[src/rtl/multicycle_ctrl_pkg.sv]
// Shared definitions for the multi-cycle MIPS control path: state encodings,
// opcode constants, instruction classes, pc_src and trap_cause encodings.
package multicycle_ctrl_pkg;

    // Opcode field values (inst[31:26])
    localparam logic [5:0] OP_RTYPE = 6'b000000;
    localparam logic [5:0] OP_LW    = 6'b100011;
    localparam logic [5:0] OP_SW    = 6'b101011;
    localparam logic [5:0] OP_BEQ   = 6'b000100;
    localparam logic [5:0] OP_J     = 6'b000010;
    localparam logic [5:0] OP_ADDI  = 6'b001000;

    // Sequencer states; the encoding is visible on state_dbg
    typedef enum logic [2:0] {
        S_FETCH  = 3'd0,
        S_DECODE = 3'd1,
        S_EXEC   = 3'd2,
        S_MEM    = 3'd3,
        S_WB     = 3'd4,
        S_TRAP   = 3'd7
    } state_e;

    // Instruction class latched in DECODE
    typedef enum logic [2:0] {
        CLS_NONE    = 3'd0,
        CLS_RTYPE   = 3'd1,
        CLS_LW      = 3'd2,
        CLS_SW      = 3'd3,
        CLS_BEQ     = 3'd4,
        CLS_J       = 3'd5,
        CLS_ADDI    = 3'd6,
        CLS_ILLEGAL = 3'd7
    } class_e;

    // PC source mux encodings
    localparam logic [1:0] PCSRC_SEQ    = 2'd0;
    localparam logic [1:0] PCSRC_BRANCH = 2'd1;
    localparam logic [1:0] PCSRC_JUMP   = 2'd2;

    // Trap cause encodings
    localparam logic [1:0] CAUSE_NONE        = 2'd0;
    localparam logic [1:0] CAUSE_ILLEGAL     = 2'd1;
    localparam logic [1:0] CAUSE_MEM_TIMEOUT = 2'd2;

endpackage

[src/rtl/multicycle_ctrl_opcode_decode.sv]
// Combinational opcode classifier shared by the multi-cycle sequencer and
// future pipelined control: opcode -> instruction class plus illegal flag.
module ctrl_opcode_decode
    import multicycle_ctrl_pkg::*;
#(
    parameter int OPC_W = 6
) (
    input  logic [OPC_W-1:0] opcode_i,
    output class_e           class_o,
    output logic             illegal_o
);

    // Map the opcode onto its class; anything unrecognised is illegal
    always_comb begin
        class_o   = CLS_ILLEGAL;
        illegal_o = 1'b0;
        case (opcode_i)
            OPC_W'(OP_RTYPE): class_o = CLS_RTYPE;
            OPC_W'(OP_LW):    class_o = CLS_LW;
            OPC_W'(OP_SW):    class_o = CLS_SW;
            OPC_W'(OP_BEQ):   class_o = CLS_BEQ;
            OPC_W'(OP_J):     class_o = CLS_J;
            OPC_W'(OP_ADDI):  class_o = CLS_ADDI;
            default: begin
                class_o   = CLS_ILLEGAL;
                illegal_o = 1'b1;
            end
        endcase
    end

endmodule

[src/rtl/multicycle_ctrl.sv]
// Multi-cycle control sequencer for the single MIPS datapath. Steps each
// instruction through FETCH/DECODE/EXEC/MEM/WB, stalls on mem_ready and traps
// on illegal opcodes or memory timeouts. Define CTRL_PERF_CNT_EN to add the
// retired_cnt / stall_cnt performance counters.
module multicycle_ctrl
    import multicycle_ctrl_pkg::*;
#(
    parameter int MEM_WAIT_MAX = 8,
    parameter int OPC_W        = 6
) (
    input  logic             clk,
    input  logic             rst,
    input  logic [OPC_W-1:0] opcode,
    input  logic             alu_branch,
    input  logic             mem_ready,
    output logic             pc_write,
    output logic [1:0]       pc_src,
    output logic             ir_write,
    output logic             reg_dst,
    output logic             alu_src,
    output logic             mem_to_reg,
    output logic             reg_write,
    output logic             mem_read,
    output logic             mem_write,
    output logic             trap,
    output logic [1:0]       trap_cause,
    output logic [2:0]       state_dbg
`ifdef CTRL_PERF_CNT_EN
    ,
    output logic [31:0]      retired_cnt,
    output logic [31:0]      stall_cnt
`endif
);

    // Last wait count value at which a still-pending access times out
    localparam logic [7:0] WAIT_LAST = 8'(MEM_WAIT_MAX - 1);

    state_e     state_q, state_d;
    class_e     class_q, class_d;
    logic [7:0] wait_q, wait_d;
    logic       trap_q, trap_d;
    logic [1:0] cause_q, cause_d;

    class_e     dec_class;
    logic       dec_illegal;

    ctrl_opcode_decode #(
        .OPC_W (OPC_W)
    ) u_decode (
        .opcode_i  (opcode),
        .class_o   (dec_class),
        .illegal_o (dec_illegal)
    );

    // Control state registers with asynchronous active-low reset
    always_ff @(posedge clk or negedge rst) begin
        if (!rst) begin
            state_q <= S_FETCH;
            class_q <= CLS_NONE;
            wait_q  <= 8'd0;
            trap_q  <= 1'b0;
            cause_q <= CAUSE_NONE;
        end else begin
            state_q <= state_d;
            class_q <= class_d;
            wait_q  <= wait_d;
            trap_q  <= trap_d;
            cause_q <= cause_d;
        end
    end

    // Next-state, class latch, wait counter and trap capture
    always_comb begin
        state_d = state_q;
        class_d = class_q;
        wait_d  = wait_q;
        trap_d  = trap_q;
        cause_d = cause_q;
        case (state_q)
            S_FETCH: state_d = S_DECODE;
            S_DECODE: begin
                class_d = dec_class;
                if (dec_illegal) begin
                    state_d = S_TRAP;
                    trap_d  = 1'b1;
                    cause_d = CAUSE_ILLEGAL;
                end else if (dec_class == CLS_J) begin
                    state_d = S_FETCH;
                end else begin
                    state_d = S_EXEC;
                end
            end
            S_EXEC: begin
                case (class_q)
                    CLS_RTYPE, CLS_ADDI: state_d = S_WB;
                    CLS_LW, CLS_SW: begin
                        state_d = S_MEM;
                        wait_d  = 8'd0;
                    end
                    default: state_d = S_FETCH;
                endcase
            end
            S_MEM: begin
                // A completion on the final wait cycle takes priority over the timeout
                if (mem_ready) begin
                    state_d = (class_q == CLS_LW) ? S_WB : S_FETCH;
                end else if (wait_q == WAIT_LAST) begin
                    state_d = S_TRAP;
                    trap_d  = 1'b1;
                    cause_d = CAUSE_MEM_TIMEOUT;
                end else begin
                    wait_d = wait_q + 8'd1;
                end
            end
            S_WB:   state_d = S_FETCH;
            S_TRAP: state_d = S_TRAP;
            default: state_d = S_FETCH;
        endcase
    end

    // Moore strobe/select decode; everything forced low while rst is asserted
    always_comb begin
        pc_write   = 1'b0;
        pc_src     = PCSRC_SEQ;
        ir_write   = 1'b0;
        reg_dst    = 1'b0;
        alu_src    = 1'b0;
        mem_to_reg = 1'b0;
        reg_write  = 1'b0;
        mem_read   = 1'b0;
        mem_write  = 1'b0;
        if (rst) begin
            case (state_q)
                S_FETCH: ir_write = 1'b1;
                S_DECODE: begin
                    // Class is not latched yet, so jumps use the live decode
                    if (dec_class == CLS_J) begin
                        pc_write = 1'b1;
                        pc_src   = PCSRC_JUMP;
                    end
                end
                S_EXEC: begin
                    case (class_q)
                        CLS_RTYPE: reg_dst = 1'b1;
                        CLS_ADDI, CLS_LW, CLS_SW: alu_src = 1'b1;
                        CLS_BEQ: begin
                            pc_write = 1'b1;
                            pc_src   = alu_branch ? PCSRC_BRANCH : PCSRC_SEQ;
                        end
                        default: ;
                    endcase
                end
                S_MEM: begin
                    alu_src   = 1'b1;
                    mem_read  = (class_q == CLS_LW);
                    mem_write = (class_q == CLS_SW);
                    // Stores retire in the cycle the memory acknowledges
                    pc_write  = (class_q == CLS_SW) && mem_ready;
                end
                S_WB: begin
                    reg_write  = 1'b1;
                    pc_write   = 1'b1;
                    mem_to_reg = (class_q == CLS_LW);
                    reg_dst    = (class_q == CLS_RTYPE);
                end
                default: ;
            endcase
        end
    end

    assign trap       = trap_q;
    assign trap_cause = cause_q;
    assign state_dbg  = state_q;

`ifdef CTRL_PERF_CNT_EN
    logic [31:0] retired_q;
    logic [31:0] stall_q;

    // Retired count wraps; stall count saturates at all-ones
    always_ff @(posedge clk or negedge rst) begin
        if (!rst) begin
            retired_q <= 32'd0;
            stall_q   <= 32'd0;
        end else begin
            retired_q <= retired_q + 32'(pc_write);
            if ((state_q == S_MEM) && !mem_ready && (stall_q != 32'hFFFF_FFFF)) begin
                stall_q <= stall_q + 32'd1;
            end
        end
    end

    assign retired_cnt = retired_q;
    assign stall_cnt   = stall_q;
`endif

endmodule

[config.mk]
export PLATFORM = sky130hd
export DESIGN_NAME = multicycle_ctrl
export DESIGN_NICKNAME = d
export VERILOG_FILES = /design/src/rtl/multicycle_ctrl_pkg.sv /design/src/rtl/multicycle_ctrl_opcode_decode.sv /design/src/rtl/multicycle_ctrl.sv
export SDC_FILE = /design/constraint.sdc
export NUM_CORES = 1
export LEC_CHECK = 0
export ABC_AREA = 1
export ABC_CLOCK_PERIOD_IN_PS = 4000
export CAP_MARGIN = 20
export CORE_MARGIN = 2
export CORE_UTILIZATION = 45
export DETAILED_ROUTE_END_ITERATION = 6
export DONT_BUFFER_PORTS = 1
export PLACE_DENSITY_LB_ADDON = 0.1
export SLEW_MARGIN = 20
export SYNTH_ARGS = -nofsm -noshare
export SYNTH_HDL_FRONTEND = slang
export SYNTH_HIERARCHICAL = 1
export SYNTH_SLANG_ARGS = --single-unit
export TNS_END_PERCENT = 50
[constraint.sdc]
create_clock -name clk -period 4 [get_ports clk]
set_clock_uncertainty 0.1 [all_clocks]
set_input_delay 0.8 -clock clk [delete_from_list [all_inputs] [get_ports clk]]
set_output_delay 0.8 -clock clk [all_outputs]
set_load 0.01 [all_outputs]
==> metrics.cfg <==
[finish]
final.fill_count = 286
diodes = 0
multi_input_comb_area_sq_um = 742
area.sequential_sq_um = 425
layout.nets = 213
layout-drive-gt1-share_pct = 11.4
layout-area-overhead-vs-synth_pct = 5.11

[setup_path]
reg2reg_from = wait_q[1]$_DFFE_PN0P_
worst-r2r-cell-count = 8
startpoint_type = primary input
crit_fanout = 3
worstPathArrival_ps = 1890
worst_r2r_endpoint = trap_cause[1]$_DFFE_PN0P_
worstSetupEndpointType = output pin
reg2reg_slack_ps = 2490
crit_type = primary input to output pin
cp_data_required_time_ps = 3100

[synth]
ys_seq_area_share_pct = 33.4
synthMostInstantiatedCell = nand2_1
yosysWarningCount = 6
yosysTopAreaCell = dfrtp_1
syn_area_sq_um = 1270
synth-adder-area-share_pct = 0.983
synth-edff-count = 0
synth_top_area_share_pct = 33.4
ys.flop_type = dfrtp_1
synthTopCellsByCount = 68 x nand2_1, 30 x nor2_1, 23 x inv_1, 17 x dfrtp_1, 14 x nand3_1
ys_types = 26
synth_cells = 197
synth-compound-area-share_pct = 6.19
async_flop_share_pct = 100
synth_seq_cells = 17
synthesis.nets = 208
synthMuxAreaShare_pct = 0
ys_top_cells_by_area = dfrtp_1 33%, nand2_1 20%, nor2_1 8.8%
synth_xor_area_share_pct = 0.688
synth_top_family_by_area = simple AND/OR/NAND/NOR gates
synth_simple_gate_area_share_pct = 50.4
postSynthAreaPerCell_sq_um = 6.46

[floorplanning]
pin_count = 26
die_w_microns = 57.2
dieArea_sq_um = 3270
core.rowCount = 19
start_util_pct = 47.0
chipHeight_microns = 57.2
coreArea_sq_um = 2710

[min_path]
hold_class = primary input to async pin

[cts]
clk_latency_ps = 290
root_buffer = clkbuf_4
cts.reportedPaths.clkPinSlew_ps = 110
clkSinkCount = 17
cts_resized = 0
cts_buffer_depth = 2
htreeDepth = 1
cts-buffers-inserted = 3
cts_setup_buffers = 0
cts_tree = done
cts_hold_buf = 0

[timing]
post-route-period-util_pct = 69.7
setup_viol = 0
clock.fmax_mhz = 359
period_minus_slack_ps = 2790
rsz0062_at_grt = false
fin_setup_tns_ps = 0
drv_slew = 0
max-slew-margin-rel_pct = 61.3
worst_slew_pin_slew_ps = 575
hold_violations = 0

[grt]
antenna_found_initial = 0
grt_max_degree = 21
grt_pass1_vias = 1162
track_usage_pct = 17.8
grt_remaining_overflow = 0
grt_first_pass_wirelength_microns = 4640

[status]
status = finished clean

[placement]
dp_hpwl_microns = 2090
place_congestion = 0.874
io_buffers = 0

[route]
antenna_left = 0
num_vias = 1198
first_pass_iters = 4
wl_per_cell_microns = 11.4
drc_errors = 0
wl_microns = 2650
drt_iter0_markers = 42
via_per_inst = 5.16

[power]
powerDensity_nw_per_um2 = 514
peakVddDrop_v = 0.000355
total_power_w = 0.000688
p_leak_nw = 0.676

[run]
drv_cap = 0

power by group:
group          internal, W  switching (W)
Clock            0.0000387      0.0000533
Sequential        0.000221      0.0000693
Combinational    0.0000939       0.000212
state kept, by name, summed over array words and instances, names as in the netlist:
| name | cells |
|---|---|
| class_q | 3 |
| trap | 1 |
| wait_q | 8 |
| trap_cause | 2 |
| state_dbg | 3 |
worst max-delay path by stage:
stage,cells after the start,slack [ps],to,start
floorplan,11,1340,pc_write,opcode[5]
global placement,11,1230,pc_write,opcode[5]
detailed placement,11,1210,pc_write,opcode[5]
CTS,11,1200,pc_write,opcode[5]
global route,11,1080,pc_write,opcode[5]
finish,11,1210,pc_write,opcode[5]
cells in the final DEF (no fill, tap or decap), drive strengths merged:
cell type	synthesis	layout
nor2	38	38
o21ai	8	8
a21oi	1	1
a211oi	1	1
ha	1	1
nand3	15	15
nand3b	1	1
o21bai	2	2
xor2	1	1
nor3	5	5
clkinv	1	1
nand2	73	73
nor3b	2	2
inv	27	27
clkbuf	0	4
nor4	1	1
dfrtp	17	17
nand4	3	3
stage by stage:
stage	instance area [sq um]	utilization (%)	std cells	setup slack [ps]	hold slack [ps]
detailed placement	1310	48.4	228	1210	405
floorplan	1270	-	197	1340	387
CTS	1340	49.4	232	1200	71.9
finish	1340	49.4	232	1210	88.4
global route	1340	49.4	232	1080	61.4
global placement	1310	48.4	228	1230	405
cell type report:
type | count | share of cell area (%)
well taps | 31 | 2.90
multi-input cells | 152 | 55.5
clock buffers | 4 | 1.96
inverters | 28 | 7.86
flip-flops and latches | 17 | 31.8
kinds of logic after synthesis:
family / after synthesis
AO/OA/AOI/OAI: 12
XOR/XNOR: 1
adder cells (fa/ha/maj): 1
buffers and inverters: 28
flip-flops: 17
AND/OR/NAND/NOR: 138
per-layer routing:
layer	track usage, %	wire [microns]
met1	19.9	1140
met2	32.3	1400
met3	4.31	92
met4	6.98	17
met5	0	0
worst max-delay path: stages:
cell     delay (ps)
nor2_1          160
nand3_1         160
nand2_1         100
inv_1            40
nand2_1          70
nand2_1          70
nor2_1          120
nand2_2          70
nand2_1          90
nor2_1           40
nor2_1          180
(Power assumes the default switching activity.)
